===== config.mk =====
export PLATFORM = sky130hd
export DESIGN_NAME = interboard_rx_vc
export DESIGN_NICKNAME = d
export VERILOG_FILES = /design/src/rtl/interboard_pkg.sv /design/src/rtl/rx_flow_hyst.sv /design/src/rtl/interboard_rx_vc.sv
export SDC_FILE = /design/constraint.sdc
export NUM_CORES = 1
export LEC_CHECK = 0
export ABC_AREA = 1
export CAP_MARGIN = 20
export CORE_UTILIZATION = 48
export CTS_CLUSTER_DIAMETER = 60
export DETAILED_ROUTE_END_ITERATION = 7
export PLACE_DENSITY_LB_ADDON = 0.15
export SLEW_MARGIN = 30
export SYNTH_ARGS = -nofsm -noshare
export SYNTH_HDL_FRONTEND = slang
export SYNTH_SLANG_ARGS = --single-unit

===== constraint.sdc =====
create_clock -name transmit_clk -period 5.4 [get_ports transmit_clk]
set_input_delay 0.81 -clock transmit_clk [delete_from_list [all_inputs] [get_ports transmit_clk]]
set_output_delay 0.81 -clock transmit_clk [all_outputs]
set_load 0.02 [all_outputs]

===== src/rtl/interboard_pkg.sv =====
// Shared definitions for the inter-board link: default widths, FIFO depth,
// flow-control thresholds and the link parity function.
package interboard_pkg;

    localparam int IB_DATA_W     = 11;
    localparam int IB_USEDW_W    = 8;
    localparam int IB_FIFO_DEPTH = 256;
    localparam int IB_STOP_LVL   = 252;
    localparam int IB_START_LVL  = 251;

    // Even parity over {ch, data}.
    // The arguments are wide and zero-extended, so the zero padding does not
    // change the result.
    function automatic logic ib_parity(input logic [31:0] ch, input logic [63:0] data);
        return (^ch) ^ (^data);
    endfunction

endpackage


===== src/rtl/rx_flow_hyst.sv =====
// Per-channel hysteretic "may send" line.
// It drops at or above STOP_LVL and rises again at or below START_LVL.
module rx_flow_hyst
    import interboard_pkg::*;
#(
    parameter int USEDW_W   = IB_USEDW_W,
    parameter int STOP_LVL  = IB_STOP_LVL,
    parameter int START_LVL = IB_START_LVL
) (
    input  logic               clk,
    input  logic               reset,
    input  logic [USEDW_W-1:0] usedw,
    output logic               read
);

    localparam logic [USEDW_W:0] STOP_L  = (USEDW_W+1)'(STOP_LVL);
    localparam logic [USEDW_W:0] START_L = (USEDW_W+1)'(START_LVL);

    logic read_q;
    logic read_d;

    // Next value: stop wins, then start, otherwise hold inside the band.
    always_comb begin
        read_d = read_q;
        if ({1'b0, usedw} >= STOP_L) begin
            read_d = 1'b0;
        end else if ({1'b0, usedw} <= START_L) begin
            read_d = 1'b1;
        end
    end

    // State register; the line stays low while in reset.
    always_ff @(posedge clk) begin
        if (reset) begin
            read_q <= 1'b0;
        end else begin
            read_q <= read_d;
        end
    end

    assign read = read_q;

endmodule


===== src/rtl/interboard_rx_vc.sv =====
// Multi-channel inter-board receiver.
// Steering: each incoming word is checked for parity and steered to its
// channel FIFO.
// Drops: a word that cannot be delivered is counted and raises a sticky flag.
// Flow control: the per-channel read lines follow each FIFO's fill level.
//
// Input handshake: the interface is valid-only, with no ready.
// - A word is presented when valid=1 and is consumed on that same edge.
// - The block never stalls: back-pressure reaches the sender only through
//   read[i], which the sender may overrun by its pipeline depth.
// - Words beyond the FIFO's capacity are dropped.
module interboard_rx_vc
    import interboard_pkg::*;
#(
    parameter int DATA_W     = IB_DATA_W,
    parameter int NUM_CH     = 2,
    parameter int USEDW_W    = IB_USEDW_W,
    parameter int FIFO_DEPTH = IB_FIFO_DEPTH,
    parameter int STOP_LVL   = IB_STOP_LVL,
    parameter int START_LVL  = IB_START_LVL,
    localparam int CH_W      = (NUM_CH > 1) ? $clog2(NUM_CH) : 1
) (
    input  logic                      transmit_clk,
    input  logic                      reset,
    input  logic                      valid,
    input  logic [CH_W-1:0]           receive_ch,
    input  logic [DATA_W-1:0]         receive_data,
    input  logic                      receive_par,
    input  logic [NUM_CH*USEDW_W-1:0] wrusedw,
    input  logic                      err_clear,
    output logic [DATA_W-1:0]         data,
    output logic [NUM_CH-1:0]         wrreq,
    output logic [NUM_CH-1:0]         read,
    output logic                      parity_err,
    output logic [NUM_CH-1:0]         overflow,
    output logic                      bad_ch,
    output logic [15:0]               drop_count
);

    localparam logic [CH_W:0]    NUM_CH_L = (CH_W+1)'(NUM_CH);
    localparam logic [USEDW_W:0] FULL_LVL = (USEDW_W+1)'(FIFO_DEPTH - 1);

    logic [DATA_W-1:0]  data_q;
    logic [NUM_CH-1:0]  wrreq_q, wrreq_d;
    logic               parity_err_q, parity_err_d;
    logic               bad_ch_q, bad_ch_d;
    logic [NUM_CH-1:0]  overflow_q, overflow_d;
    logic [15:0]        drop_count_q, drop_count_d;
    logic [15:0]        cnt_base;

    logic               par_ok;
    logic               ch_ok;
    logic               full;
    logic               accept;
    logic               drop;
    logic [USEDW_W-1:0] usedw_sel;
    logic [NUM_CH-1:0]  ch_onehot;

    // Decode the word.
    // Drop precedence is parity, then tag, then fullness, so exactly one
    // flag is raised per dropped word.
    // A clear that coincides with a drop lets the new drop survive.
    always_comb begin
        usedw_sel = '0;
        ch_onehot = '0;
        for (int i = 0; i < NUM_CH; i++) begin
            if (receive_ch == CH_W'(i)) begin
                usedw_sel    = wrusedw[i*USEDW_W +: USEDW_W];
                ch_onehot[i] = 1'b1;
            end
        end

        par_ok = (ib_parity(32'(receive_ch), 64'(receive_data)) == receive_par);
        ch_ok  = ({1'b0, receive_ch} < NUM_CH_L);
        full   = ({1'b0, usedw_sel} >= FULL_LVL);
        accept = valid && par_ok && ch_ok && !full;
        drop   = valid && !accept;

        wrreq_d = accept ? ch_onehot : '0;

        parity_err_d = (err_clear ? 1'b0 : parity_err_q) | (valid && !par_ok);
        bad_ch_d     = (err_clear ? 1'b0 : bad_ch_q) | (valid && par_ok && !ch_ok);
        overflow_d   = (err_clear ? '0 : overflow_q)
                     | ((valid && par_ok && ch_ok && full) ? ch_onehot : '0);

        cnt_base     = err_clear ? 16'd0 : drop_count_q;
        drop_count_d = (drop && (cnt_base != 16'hFFFF)) ? cnt_base + 16'd1 : cnt_base;
    end

    // Output, flag and counter registers.
    // The word sampled during reset is discarded.
    always_ff @(posedge transmit_clk) begin
        if (reset) begin
            data_q       <= '0;
            wrreq_q      <= '0;
            parity_err_q <= 1'b0;
            bad_ch_q     <= 1'b0;
            overflow_q   <= '0;
            drop_count_q <= '0;
        end else begin
            data_q       <= receive_data;
            wrreq_q      <= wrreq_d;
            parity_err_q <= parity_err_d;
            bad_ch_q     <= bad_ch_d;
            overflow_q   <= overflow_d;
            drop_count_q <= drop_count_d;
        end
    end

    // One hysteretic flow-control line per channel.
    for (genvar g = 0; g < NUM_CH; g++) begin : g_ch
        rx_flow_hyst #(
            .USEDW_W   (USEDW_W),
            .STOP_LVL  (STOP_LVL),
            .START_LVL (START_LVL)
        ) u_hyst (
            .clk   (transmit_clk),
            .reset (reset),
            .usedw (wrusedw[g*USEDW_W +: USEDW_W]),
            .read  (read[g])
        );
    end

    assign data       = data_q;
    assign wrreq      = wrreq_q;
    assign parity_err = parity_err_q;
    assign bad_ch     = bad_ch_q;
    assign overflow   = overflow_q;
    assign drop_count = drop_count_q;

endmodule


### Word-level counts from Yosys, hierarchy flattened

Index checks and enable logic that the tools add are counted.

| word-level totals | value |
|---|---|
| bits of input ports | 33 |
| word-level logic and storage cells | 41 |
| register bits | 34 |
| output and inout bits | 35 |

| operators by class | value |
|---|---|
| equal/unequal tests | 2 |
| order comparisons | 5 |
| reductions and logical operators | 14 |
| $add $sub $neg | 1 |
| mux-type cells | 8 |
| bitwise operators | 4 |

Operator list:

| operator | count |
|---|---|
| 64-bit parity | 1 |
| 16-bit 2-to-1 mux | 2 |
| 32-bit parity | 1 |
| 8-bit greater-or-equal comparator (second input constant) | 3 |
| 16-bit by 1-bit adder with 16-bit output (second input constant) | 1 |
| 8-bit <= comparator (second input constant) | 2 |
| 16-bit inequality test (second input constant) | 1 |
| 8-bit 2-to-1 mux | 1 |
| 1-bit logical AND | 6 |
| 2-bit OR reduction | 3 |
| 2-bit 2-to-1 mux | 2 |
| 1-bit zero test | 3 |
| 1-bit 2-to-1 mux | 3 |
| 2-bit OR | 1 |
| 1-bit equality test | 1 |
| 1-bit inverter | 1 |
| 1-bit OR | 1 |
| 1-bit bitwise XOR | 1 |

### Depth between registers and ports, before layout

Gate-level depths: netlist of the first run.

| depth | value |
|---|---|
| depth in word-level cells | 9 |
| gate-level depth with buffers | 15 |
| gate-level depth less buffers | 14 |

### By module

From an unflattened synthesis of the first run, not the netlist that was laid out.

| second synthesis, totals | value |
|---|---|
| cells, all modules | 315 |
| area total of the unflattened synthesis | 2045.7 sq um |

Modules (own cells, without submodules):

| module | cells each | sequential area each (sq um) | area each (sq um) | times used |
|---|---|---|---|---|
| interboard_rx_vc | 301 | 640.6 | 1958.1 | 1 |
| rx_flow_hyst | 7 | 20.0 | 43.8 | 2 |

### Worst setup path after synthesis of the first run

No wires, ideal clock.

| timing | value |
|---|---|
| path type | input -> register |
| start point | input port err_clear |
| end point | register drop_count_q[0] (netlist: drop_count[0]) |
| arrival time | 2326 ps |
| buffers on the path | 2 |
| data required time | 5285 ps |
| stages | 11 |
| setup time | 115 ps |
| path slack | 2959 ps |
| cells stage by stage | buf_2 -> nor2_1 -> ha_1 -> nand3_1 -> inv_2 -> nand2_2 -> nor4_4 -> nand2_2 -> buf_2 -> a21oi_1 -> nor2_1 |

| between the ends | value |
|---|---|
| longest elaborated chain between the ends | 4 |
| elaborated cells between the ends (all ways) | 5 |
| those cells by class | add/sub: 1; eq/ne: 1; mux: 2; reduce/logical: 1 |

Ends and longest elaborated chain:

| element | line | source |
|---|---|---|
| start: declaration | interboard_rx_vc.sv:30 | `input logic err_clear,` |
| 16-bit 2-to-1 mux * | interboard_rx_vc.sv:86 | `cnt_base = err_clear ? 16'd0 : drop_count_q;` |
| branches (longest 2 deep; another with 16-bit by 1-bit adder with 16-bit output) | n/a |  |
| 16-bit 2-to-1 mux * | interboard_rx_vc.sv:87 | `drop_count_d = (drop && (cnt_base != 16'hFFFF)) ? cnt_base + 16'd1 : cnt_base;` |
| end signal: assignment | interboard_rx_vc.sv:106 | `drop_count_q <= drop_count_d;` |
| end: declaration | interboard_rx_vc.sv:48 | `logic [15:0] drop_count_q, drop_count_d;` |

Every way passes the cells marked *.
A chain may end at the register's enable or synchronous reset.

### Final worst setup path of the first run

| timing | value |
|---|---|
| start point | input port err_clear |
| end point | register drop_count_q[12] (netlist: drop_count[12]) |

The elaborated chain is that of the path after synthesis.

==> impl_metrics.py, run 1 <==
metrics = {
    "global_route": {
        "antenna_found_initial": 0,
        "grt_usage_pct": 23.4,
        "grt_max_degree": 34,
        "grt_pass1_wl_mm": 7.53,
        "grt_pass1_vias": 1800,
        "grt.overflow.total": 0,
    },
    "cts": {
        "cts_max_level": 2,
        "cts.path.max_buffers": 2,
        "root_buffer": "clkbuf_8",
        "postCtsSetupBuffers": 0,
        "worstSkewPairLatency_ns": 0.28,
        "cts_resized": 0,
        "cts_buffers": 5,
        "hold_buffers": 0,
        "path_clk_slew_ns": 0.06,
        "cts_sinks": 34,
        "cts_tree": "yes",
    },
    "detailed_routing": {
        "drt_wl_total_mm": 4.32,
        "dr.first_iter.drc_count": 93,
        "num_vias": 1936,
        "wl_per_cell_microns": 10.9,
        "drc": 0,
        "viasPerCell": 4.89,
        "ant_nets": 0,
        "drt-pass1-iter-count": 4,
    },
    "timing": {
        "hold_violations": 0,
        "min_period_over_period_pct": 59.7,
        "timing.hold.ws_ns": 0.469,
        "drv_slew": 0,
        "tightest_slew_ns": 0.585,
        "fin_crit_ns": 3.22,
        "fmax_ghz": 0.310,
        "setup_tns_ns": 0,
        "finalSetupViolations": 0,
        "slew_headroom_pct": 60.9,
        "rsz0062_at_grt": "no",
        "fin_skew_ns": 0.00248,
    },
    "logic_synthesis": {
        "synth_xor_area_share_pct": 6.58,
        "synth_mux_area_share_pct": 0,
        "yosysTopAreaCellShare_pct": 36.5,
        "ys_ff_latch": 34,
        "syn_avg_cell_area_sq_um": 6.56,
        "ys_seq_area_share_pct": 36.5,
        "synth_compound_area_share_pct": 6.11,
        "synth.area.top_cells": "dfxtp_1 37%, nand2_1 15%, nor2_1 7.9%",
        "synth.distinct_cells": 24,
        "synth_nets": 318,
        "synthCells": 284,
        "synthAdderAreaFrac_pct": 0.672,
        "ys_warn_count": 0,
        "syn-cell-area_sq_um": 1860,
        "synth_top_area_cell": "dfxtp_1",
        "synth_top_family_by_area": "simple AND/OR/NAND/NOR gates",
        "yosys.area_share.simple_pct": 38.1,
    },
    "floorplan": {
        "row_count": 22,
        "io_pins": 68,
        "die_h_microns": 64.3,
        "die_w_microns": 64.3,
        "start_util_pct": 50.5,
        "floorplan.die_area_sq_um": 4130,
        "core_area_sq_um": 3690,
    },
    "critical_path": {
        "crit_slowest_cell": "clkdlybuf4s50_1",
        "crit_fanout": 17,
        "cp.arrival_ns": 3.43,
        "critical_path_class": "input pin to flop",
        "crit_required_ns": 5.61,
        "cpMostUsedCell": "nand2_2",
        "cp-end-kind": "flop",
        "cp_cell_sequence": "clkdlybuf4s50_1 -> nor2_1 -> ha_1 -> nand3_1 -> inv_2 -> nand2_2 -> nor4_4 -> nand2_2 -> nand3_2 -> nand2_1 -> a21oi_1",
        "slowest_delay_ns": 0.71,
        "startpoint_type": "input pin",
    },
    "cells_and_area": {
        "fin_util_pct": 70.9,
        "syn2layout_area_growth_pct": 40.4,
        "drive_gt1_share_pct": 6.61,
        "fin_area_sq_um": 2620,
        "antennaDiodeCount": 0,
        "nFillCells": 340,
        "nets": 381,
        "final_common_cell": "nand2_1",
        "final_cell_mix": "74 x nand2_1, 66 x clkdlybuf4s50_1, 39 x nor2_1",
        "layout.cells.non_filler": 396,
    },
    "place": {
        "post-place-cells": 388,
        "dp_hpwl_mm": 3.29,
        "port_buffers": 66,
        "dpl-instance-area_sq_um": 2520,
        "place.gp.congestion": 0.911,
    },
    "power": {
        "vdd_ir_drop_max_v": 0.000175,
        "leakage_nw": 1.12,
        "power_density_nw_per_um2": 212,
    },
    "run": {
        "max_cap_violations": 0,
    },
    "outcome": {
        "status": "completed",
    },
    "hold_path": {
        "worstHoldPathType": "flop to flop",
    },
}
[power breakdown]
| group | internal [mW] | switching, mW |
|---|---|---|
| logic | 0.0475 | 0.0562 |
| clock network | 0.103 | 0.0869 |
| registers | 0.259 | 0.00250 |
| total | 0.409 | 0.146 |
[synthesized netlist by cell type]
library cell   n
nand3_1       27
dfxtp_1       34
nand2_1       74
nor3_1         5
buf_2          2
buf_4          4
buf_6          1
ha_1           1
nor2_2         3
nor2_1        39
clkbuf_1       4
a21oi_1       18
inv_1         35
nor4_4         1
a21boi_0       1
nand2_2        3
nor4_1         2
a21oi_4        1
nand3_2        1
xnor2_1        7
xor2_1         7
inv_2          6
nand4_1        7
conb_1         1
[cell type report]
| type | count | area (sq um) | share of cell area [%] |
|---|---|---|---|
| multi-input cells | 198 | 962 | 36.8 |
| flip-flops and latches | 34 | 681 | 26.0 |
| repair buffers | 67 | 668 | 25.5 |
| inverters | 41 | 154 | 5.88 |
| clock buffers | 7 | 86.3 | 3.30 |
| well taps | 48 | 60.1 | 2.30 |
| clock inverters | 1 | 5.00 | 0.191 |
[final timing paths]
check | from | endpoint | slack, ns | depth (start not counted)
setup / recovery | err_clear | drop_count[12] | 2.18 | 11
hold / removal | overflow[0] | overflow[0] | 0.47 | 2
setup reg to reg | drop_count[0] | drop_count[12] | 3.17 | 11
hold reg to reg | overflow[0] | overflow[0] | 0.47 | 2
[critical path, delay by kind of cell]
kind / cells / cell delay, ns
buf+inv: 2 / 0.81
compound gates: 1 / 0.15
simple gates: 7 / 1.42
fa+ha+maj: 1 / 0.23
[state kept, by name, indices dropped and copies added (netlist names)]
register and flops:
drop_count 16, data 11, g_ch.u_hyst.read 2, wrreq 2
overflow 2, parity_err 1
[stage by stage]
stage | worst slack (ns) | power [mW]
floorplan | 2.96 | 0.324
global placement | 2.04 | 0.368
detailed placement | 1.96 | 0.370
CTS | 2.24 | 0.562
global route | 1.89 | 0.585
finish | 2.18 | 0.554
[per-layer routing]
layer / vias to the layer above / wire length (microns) / global-route usage (%)
met1: 857 / 1970 / 28.1
li1: 1009 / - / -
met3: 4 / 252 / 5.71
met2: 66 / 2050 / 39.9
met4: 0 / 40 / 8.61
met5: - / 0 / 0
[cells by family after synthesis]
logic type,count (synthesis)
fa+ha+maj,1
xor+xnor,14
other cells,1
flops,34
buf+inv,52
compound gates,20
simple gates,162
Note: power is estimated with default switching activity, not from simulation.
==> inputs of run 2 (changes only) <==
--- a/config.mk
+++ b/config.mk
@@ -7,7 +7,7 @@
 export LEC_CHECK = 0
 export ABC_AREA = 1
 export CAP_MARGIN = 20
-export CORE_UTILIZATION = 48
+export CORE_UTILIZATION = 44
 export CTS_CLUSTER_DIAMETER = 60
 export DETAILED_ROUTE_END_ITERATION = 7
 export PLACE_DENSITY_LB_ADDON = 0.15
==> constraint.sdc (replaced) <==
create_clock -name transmit_clk -period 3.3 [get_ports transmit_clk]
set_input_delay 0.495 -clock transmit_clk [delete_from_list [all_inputs] [get_ports transmit_clk]]
set_output_delay 0.495 -clock transmit_clk [all_outputs]
set_load 0.02 [all_outputs]
==> impl_metrics.py, run 2 (synthesis results as in run 1) <==
metrics = {
    "outcome": {
        "status": "completed",
    },
    "timing": {
        "tightest_slew_ns": 0.771,
        "fin_crit_ns": 2.63,
        "min_period_over_period_pct": 79.6,
        "rsz0062_at_grt": "no",
        "fmax_ghz": 0.381,
        "slew_headroom_pct": 48.4,
        "finalSetupViolations": 0,
        "fin_skew_ns": 0.00292,
        "setup_tns_ns": 0,
        "drv_slew": 0,
        "hold_violations": 0,
    },
    "power": {
        "p_int_mw": 0.670,
        "pwr-share-seq_pct": 46.2,
        "vdd_ir_drop_max_v": 0.000314,
        "leakage_nw": 1.13,
        "switching_share_pct": 27.5,
        "p_sw_mw": 0.255,
        "power_frac_comb_pct": 18.5,
        "pwr-share-clk_pct": 35.3,
        "power_density_nw_per_um2": 351,
    },
    "cells_and_area": {
        "syn2layout_area_growth_pct": 41.4,
        "fin_util_pct": 65.4,
        "nFillCells": 368,
        "antennaDiodeCount": 0,
        "largest_reg_flops": 16,
        "final_common_cell": "nand2_1",
        "final_cell_mix": "74 x nand2_1, 66 x clkdlybuf4s50_1, 39 x nor2_1",
        "drive_gt1_share_pct": 7.14,
        "nets": 383,
    },
    "detailed_routing": {
        "num_vias": 1956,
        "drt-pass1-iter-count": 4,
        "viasPerCell": 4.89,
        "dr.first_iter.drc_count": 209,
        "ant_nets": 0,
        "drc": 0,
        "drt_wl_total_mm": 4.65,
        "wl_per_cell_microns": 11.6,
    },
    "critical_path": {
        "critical_path_class": "input pin to flop",
        "crit_required_ns": 3.51,
        "reg2regPathDepth": 11,
        "cp.arrival_ns": 2.84,
        "reg2reg_slack_ns": 1.15,
        "reg2reg_from": "drop_count[0]",
        "cp_cell_sequence": "clkdlybuf4s50_1 -> nor2_1 -> ha_1 -> nand3_1 -> inv_2 -> nand2_2 -> nor4_4 -> nand2_2 -> nand3_2 -> nand2_1 -> a21oi_1",
        "cp-end-kind": "flop",
        "crit_slowest_cell": "clkdlybuf4s50_1",
        "crit_fanout": 14,
        "cpMostUsedCell": "nand2_2",
        "r2r-end": "drop_count[2]",
        "slowest_delay_ns": 0.58,
        "startpoint_type": "input pin",
    },
    "floorplan": {
        "die_h_microns": 67.1,
        "floorplan.die_area_sq_um": 4500,
        "io_pins": 68,
        "row_count": 23,
        "start_util_pct": 46.2,
        "core_area_sq_um": 4030,
        "die_w_microns": 67.1,
    },
    "hold_path": {
        "min_from": "overflow[1]",
        "min_to": "overflow[1]",
        "whs_path_depth": 2,
        "worstHoldPathType": "flop to flop",
    },
    "global_route": {
        "grt_pass1_vias": 1785,
        "grt.overflow.total": 0,
        "grt_pass1_wl_mm": 7.81,
        "antenna_found_initial": 0,
        "grt_max_degree": 21,
        "grt_usage_pct": 23.5,
    },
    "run": {
        "max_cap_violations": 0,
    },
    "cts": {
        "postCtsSetupBuffers": 0,
        "cts_tree": "yes",
        "cts_sinks": 34,
        "cts_buffers": 5,
        "root_buffer": "clkbuf_8",
        "cts.path.max_buffers": 2,
        "path_clk_slew_ns": 0.07,
        "worstSkewPairLatency_ns": 0.30,
        "cts_resized": 0,
        "hold_buffers": 0,
        "cts_max_level": 2,
    },
    "place": {
        "port_buffers": 66,
        "dp_hpwl_mm": 3.49,
        "place.gp.congestion": 0.878,
    },
}
## run 2: final cells by class
type	instances	area, sq um	area share, %
sequential	34	681	25.8
clock inverter	1	5.00	0.190
tap	50	62.6	2.38
inverter	41	154	5.84
multi-input combinational	198	962	36.5
timing repair buffer	69	683	25.9
clock buffer	7	86.3	3.28
## run 2: per-stage QoR
| stage | setup slack (ns) | hold WS [ns] | cells | cell area (sq um) | power [mW] |
|---|---|---|---|---|---|
| finish | 0.672 | 0.475 | 400 | 2630 | 0.924 |
| global route | 0.432 | 0.505 | 400 | 2630 | 0.964 |
| CTS | 0.709 | 0.478 | 400 | 2630 | 0.928 |
| detailed placement | 0.417 | 0.461 | 392 | 2540 | 0.607 |
| global placement | 0.499 | 0.467 | 392 | 2540 | 0.605 |
| floorplan | 1.17 | 0.542 | 284 | 1860 | 0.531 |
## run 2: routing by layer
| layer | GRT usage, % | up-vias | part of all wire [%] |
|---|---|---|---|
| met1 | 29.7 | 872 | 46 |
| li1 | - | 1011 | - |
| met4 | 8.51 | 0 | 1.9 |
| met5 | 0 | - | 0 |
| met2 | 36.9 | 63 | 46 |
| met3 | 7.53 | 10 | 6.0 |
## run 2: critical path: cells and delay by family
| kind | cells | cell delay (ns) |
|---|---|---|
| AND/OR/NAND/NOR | 7 | 1.26 |
| buffers and inverters | 2 | 0.68 |
| adder cells (fa/ha/maj) | 1 | 0.23 |
| AO/OA/AOI/OAI | 1 | 0.15 |
## run 2: power by group through the flow
stage	sequential (mW)	clock, mW	combinational, mW
global placement	0.436	0	0.169
global route	0.428	0.347	0.189
finish	0.427	0.327	0.171
detailed placement	0.437	0	0.170
floorplan	0.451	0	0.0800
CTS	0.427	0.330	0.171
## run 2: how the worst max path moves through the flow
stage | start | endpoint | cells past startpoint
after CTS | err_clear | drop_count[2] | 11
after global routing | err_clear | drop_count[2] | 11
after floorplan | err_clear | drop_count[0] | 11
after global placement | err_clear | drop_count[15] | 11
after detailed placement | err_clear | drop_count[2] | 11
final | err_clear | drop_count[2] | 11
==> inputs of run 3 (changes only) <==
==> constraint.sdc (replaced) <==
create_clock -name transmit_clk -period 2.6 [get_ports transmit_clk]
set_input_delay 0.39 -clock transmit_clk [delete_from_list [all_inputs] [get_ports transmit_clk]]
set_output_delay 0.39 -clock transmit_clk [all_outputs]
set_load 0.02 [all_outputs]
==> impl_metrics.py, run 3 (synthesis results as in run 1) <==
metrics = {
    "detailed_routing": {
        "ant_nets": 0,
        "drc": 0,
        "drt-pass1-iter-count": 4,
        "wl_met1_mm": 2.12,
        "wl_met2_mm": 2.17,
        "drt_wl_total_mm": 4.55,
        "wl_met3_microns": 177,
        "dr.first_iter.drc_count": 95,
        "num_vias": 1981,
        "highest_layer": "met4",
        "wl_per_cell_microns": 11.1,
        "viasPerCell": 4.84,
    },
    "cts": {
        "worstSkewPairLatency_ns": 0.28,
        "path_clk_slew_ns": 0.07,
        "cts_buffers": 5,
        "cts_tree": "yes",
        "cts_max_level": 2,
        "cts_sinks": 34,
        "cts.path.max_buffers": 2,
        "hold_buffers": 0,
        "postCtsSetupBuffers": 0,
        "root_buffer": "clkbuf_8",
        "cts_resized": 0,
    },
    "critical_path": {
        "cp_cell_sequence": "clkdlybuf4s50_1 -> nor2_1 -> ha_1 -> nand3_1 -> inv_2 -> nand2_2 -> nor4_4 -> nand2_2 -> nand3_2 -> nand2_1 -> a21oi_1",
        "cp-end-kind": "flop",
        "cp.arrival_ns": 2.52,
        "crit_slowest_cell": "clkdlybuf4s50_1",
        "cpMostUsedCell": "nand2_2",
        "crit_fanout": 14,
        "startpoint_type": "input pin",
        "critical_path_class": "input pin to flop",
        "reg2regPathDepth": 11,
        "slowest_delay_ns": 0.58,
        "crit_required_ns": 2.82,
    },
    "cells_and_area": {
        "largest_reg_flops": 16,
        "layout.cells.non_filler": 409,
        "drive_gt1_share_pct": 9.75,
        "nFillCells": 357,
        "syn2layout_area_growth_pct": 45.4,
        "area.sequential_sq_um": 681,
        "multi_input_area_sq_um": 962,
        "final_cell_mix": "74 x nand2_1, 66 x clkdlybuf4s50_1, 39 x nor2_1",
        "final_common_cell": "nand2_1",
        "nets": 393,
        "antennaDiodeCount": 0,
        "fin_area_sq_um": 2710,
    },
    "timing": {
        "min_period_over_period_pct": 88.8,
        "fin_skew_ns": 0.00224,
        "fin_crit_ns": 2.31,
        "setup_tns_ns": 0,
        "timing.hold.ws_ns": 0.464,
        "tightest_slew_ns": 0.593,
        "hold_violations": 0,
        "setup_ws_ns": 0.291,
        "rsz0062_at_grt": "no",
        "slew_headroom_pct": 60.4,
        "drv_slew": 0,
        "finalSetupViolations": 0,
        "fmax_ghz": 0.433,
    },
    "global_route": {
        "grt_pass1_wl_mm": 7.36,
        "grt.overflow.total": 0,
        "grt_max_degree": 20,
        "antenna_found_initial": 0,
        "grt_usage_pct": 22.1,
        "grt_pass1_vias": 1776,
    },
    "place": {
        "post-place-cells": 402,
        "dp_slack_ns": 0.0354,
        "place.gp.congestion": 0.904,
        "dp_hpwl_mm": 3.56,
        "dpl-instance-area_sq_um": 2630,
        "port_buffers": 66,
    },
    "hold_path": {
        "worstHoldPathType": "flop to flop",
        "whs_path_depth": 2,
    },
    "floorplan": {
        "floorplan.die_area_sq_um": 4500,
        "die_h_microns": 67.1,
        "row_count": 23,
        "die_w_microns": 67.1,
        "start_util_pct": 46.2,
        "core_area_sq_um": 4030,
        "io_pins": 68,
    },
    "outcome": {
        "status": "completed",
    },
    "run": {
        "max_cap_violations": 0,
    },
    "power": {
        "leakage_nw": 1.17,
        "vdd_ir_drop_max_v": 0.000316,
        "power_density_nw_per_um2": 420,
    },
}
run 3: worst paths after layout:
check	endpoint	slack [ns]	start
max	drop_count[10]	0.29	err_clear
min	overflow[0]	0.46	overflow[0]
min reg2reg	overflow[0]	0.46	overflow[0]
max reg2reg	drop_count[10]	0.65	drop_count[0]
run 3: power breakdown:
group | switching (mW) | total [mW] | internal (mW)
registers | 0.00565 | 0.543 | 0.537
clock network | 0.185 | 0.364 | 0.179
logic | 0.119 | 0.230 | 0.110
total | 0.310 | 1.14 | 0.827
run 3: final cells by class:
cell class | instances | area share, %
Clock buffer | 5 | 2.54
Clock inverter | 2 | 0.370
Inverter | 41 | 5.68
Multi-Input combinational cell | 198 | 35.5
Sequential cell | 34 | 25.1
Tap cell | 50 | 2.31
Timing Repair Buffer | 79 | 28.5
run 3: routing by layer:
layer	up-vias	track usage, %
met1	897	25.4
met4	0	9.57
met3	9	4.79
met2	43	38.5
li1	1032	-
met5	-	0
run 3: per-stage QoR:
stage	total power [mW]	util [%]
2_1_floorplan	0.674	-
3_3_place_gp	0.781	65.3
3_5_place_dp	0.785	65.3
4_1_cts	1.15	67.2
5_1_grt	1.19	67.2
6_report	1.14	67.2
run 3: critical path, delay by kind of cell:
family	cells	cell delay, ns
compound gates	1	0.15
simple gates	7	1.08
buf+inv	2	0.67
fa+ha+maj	1	0.22
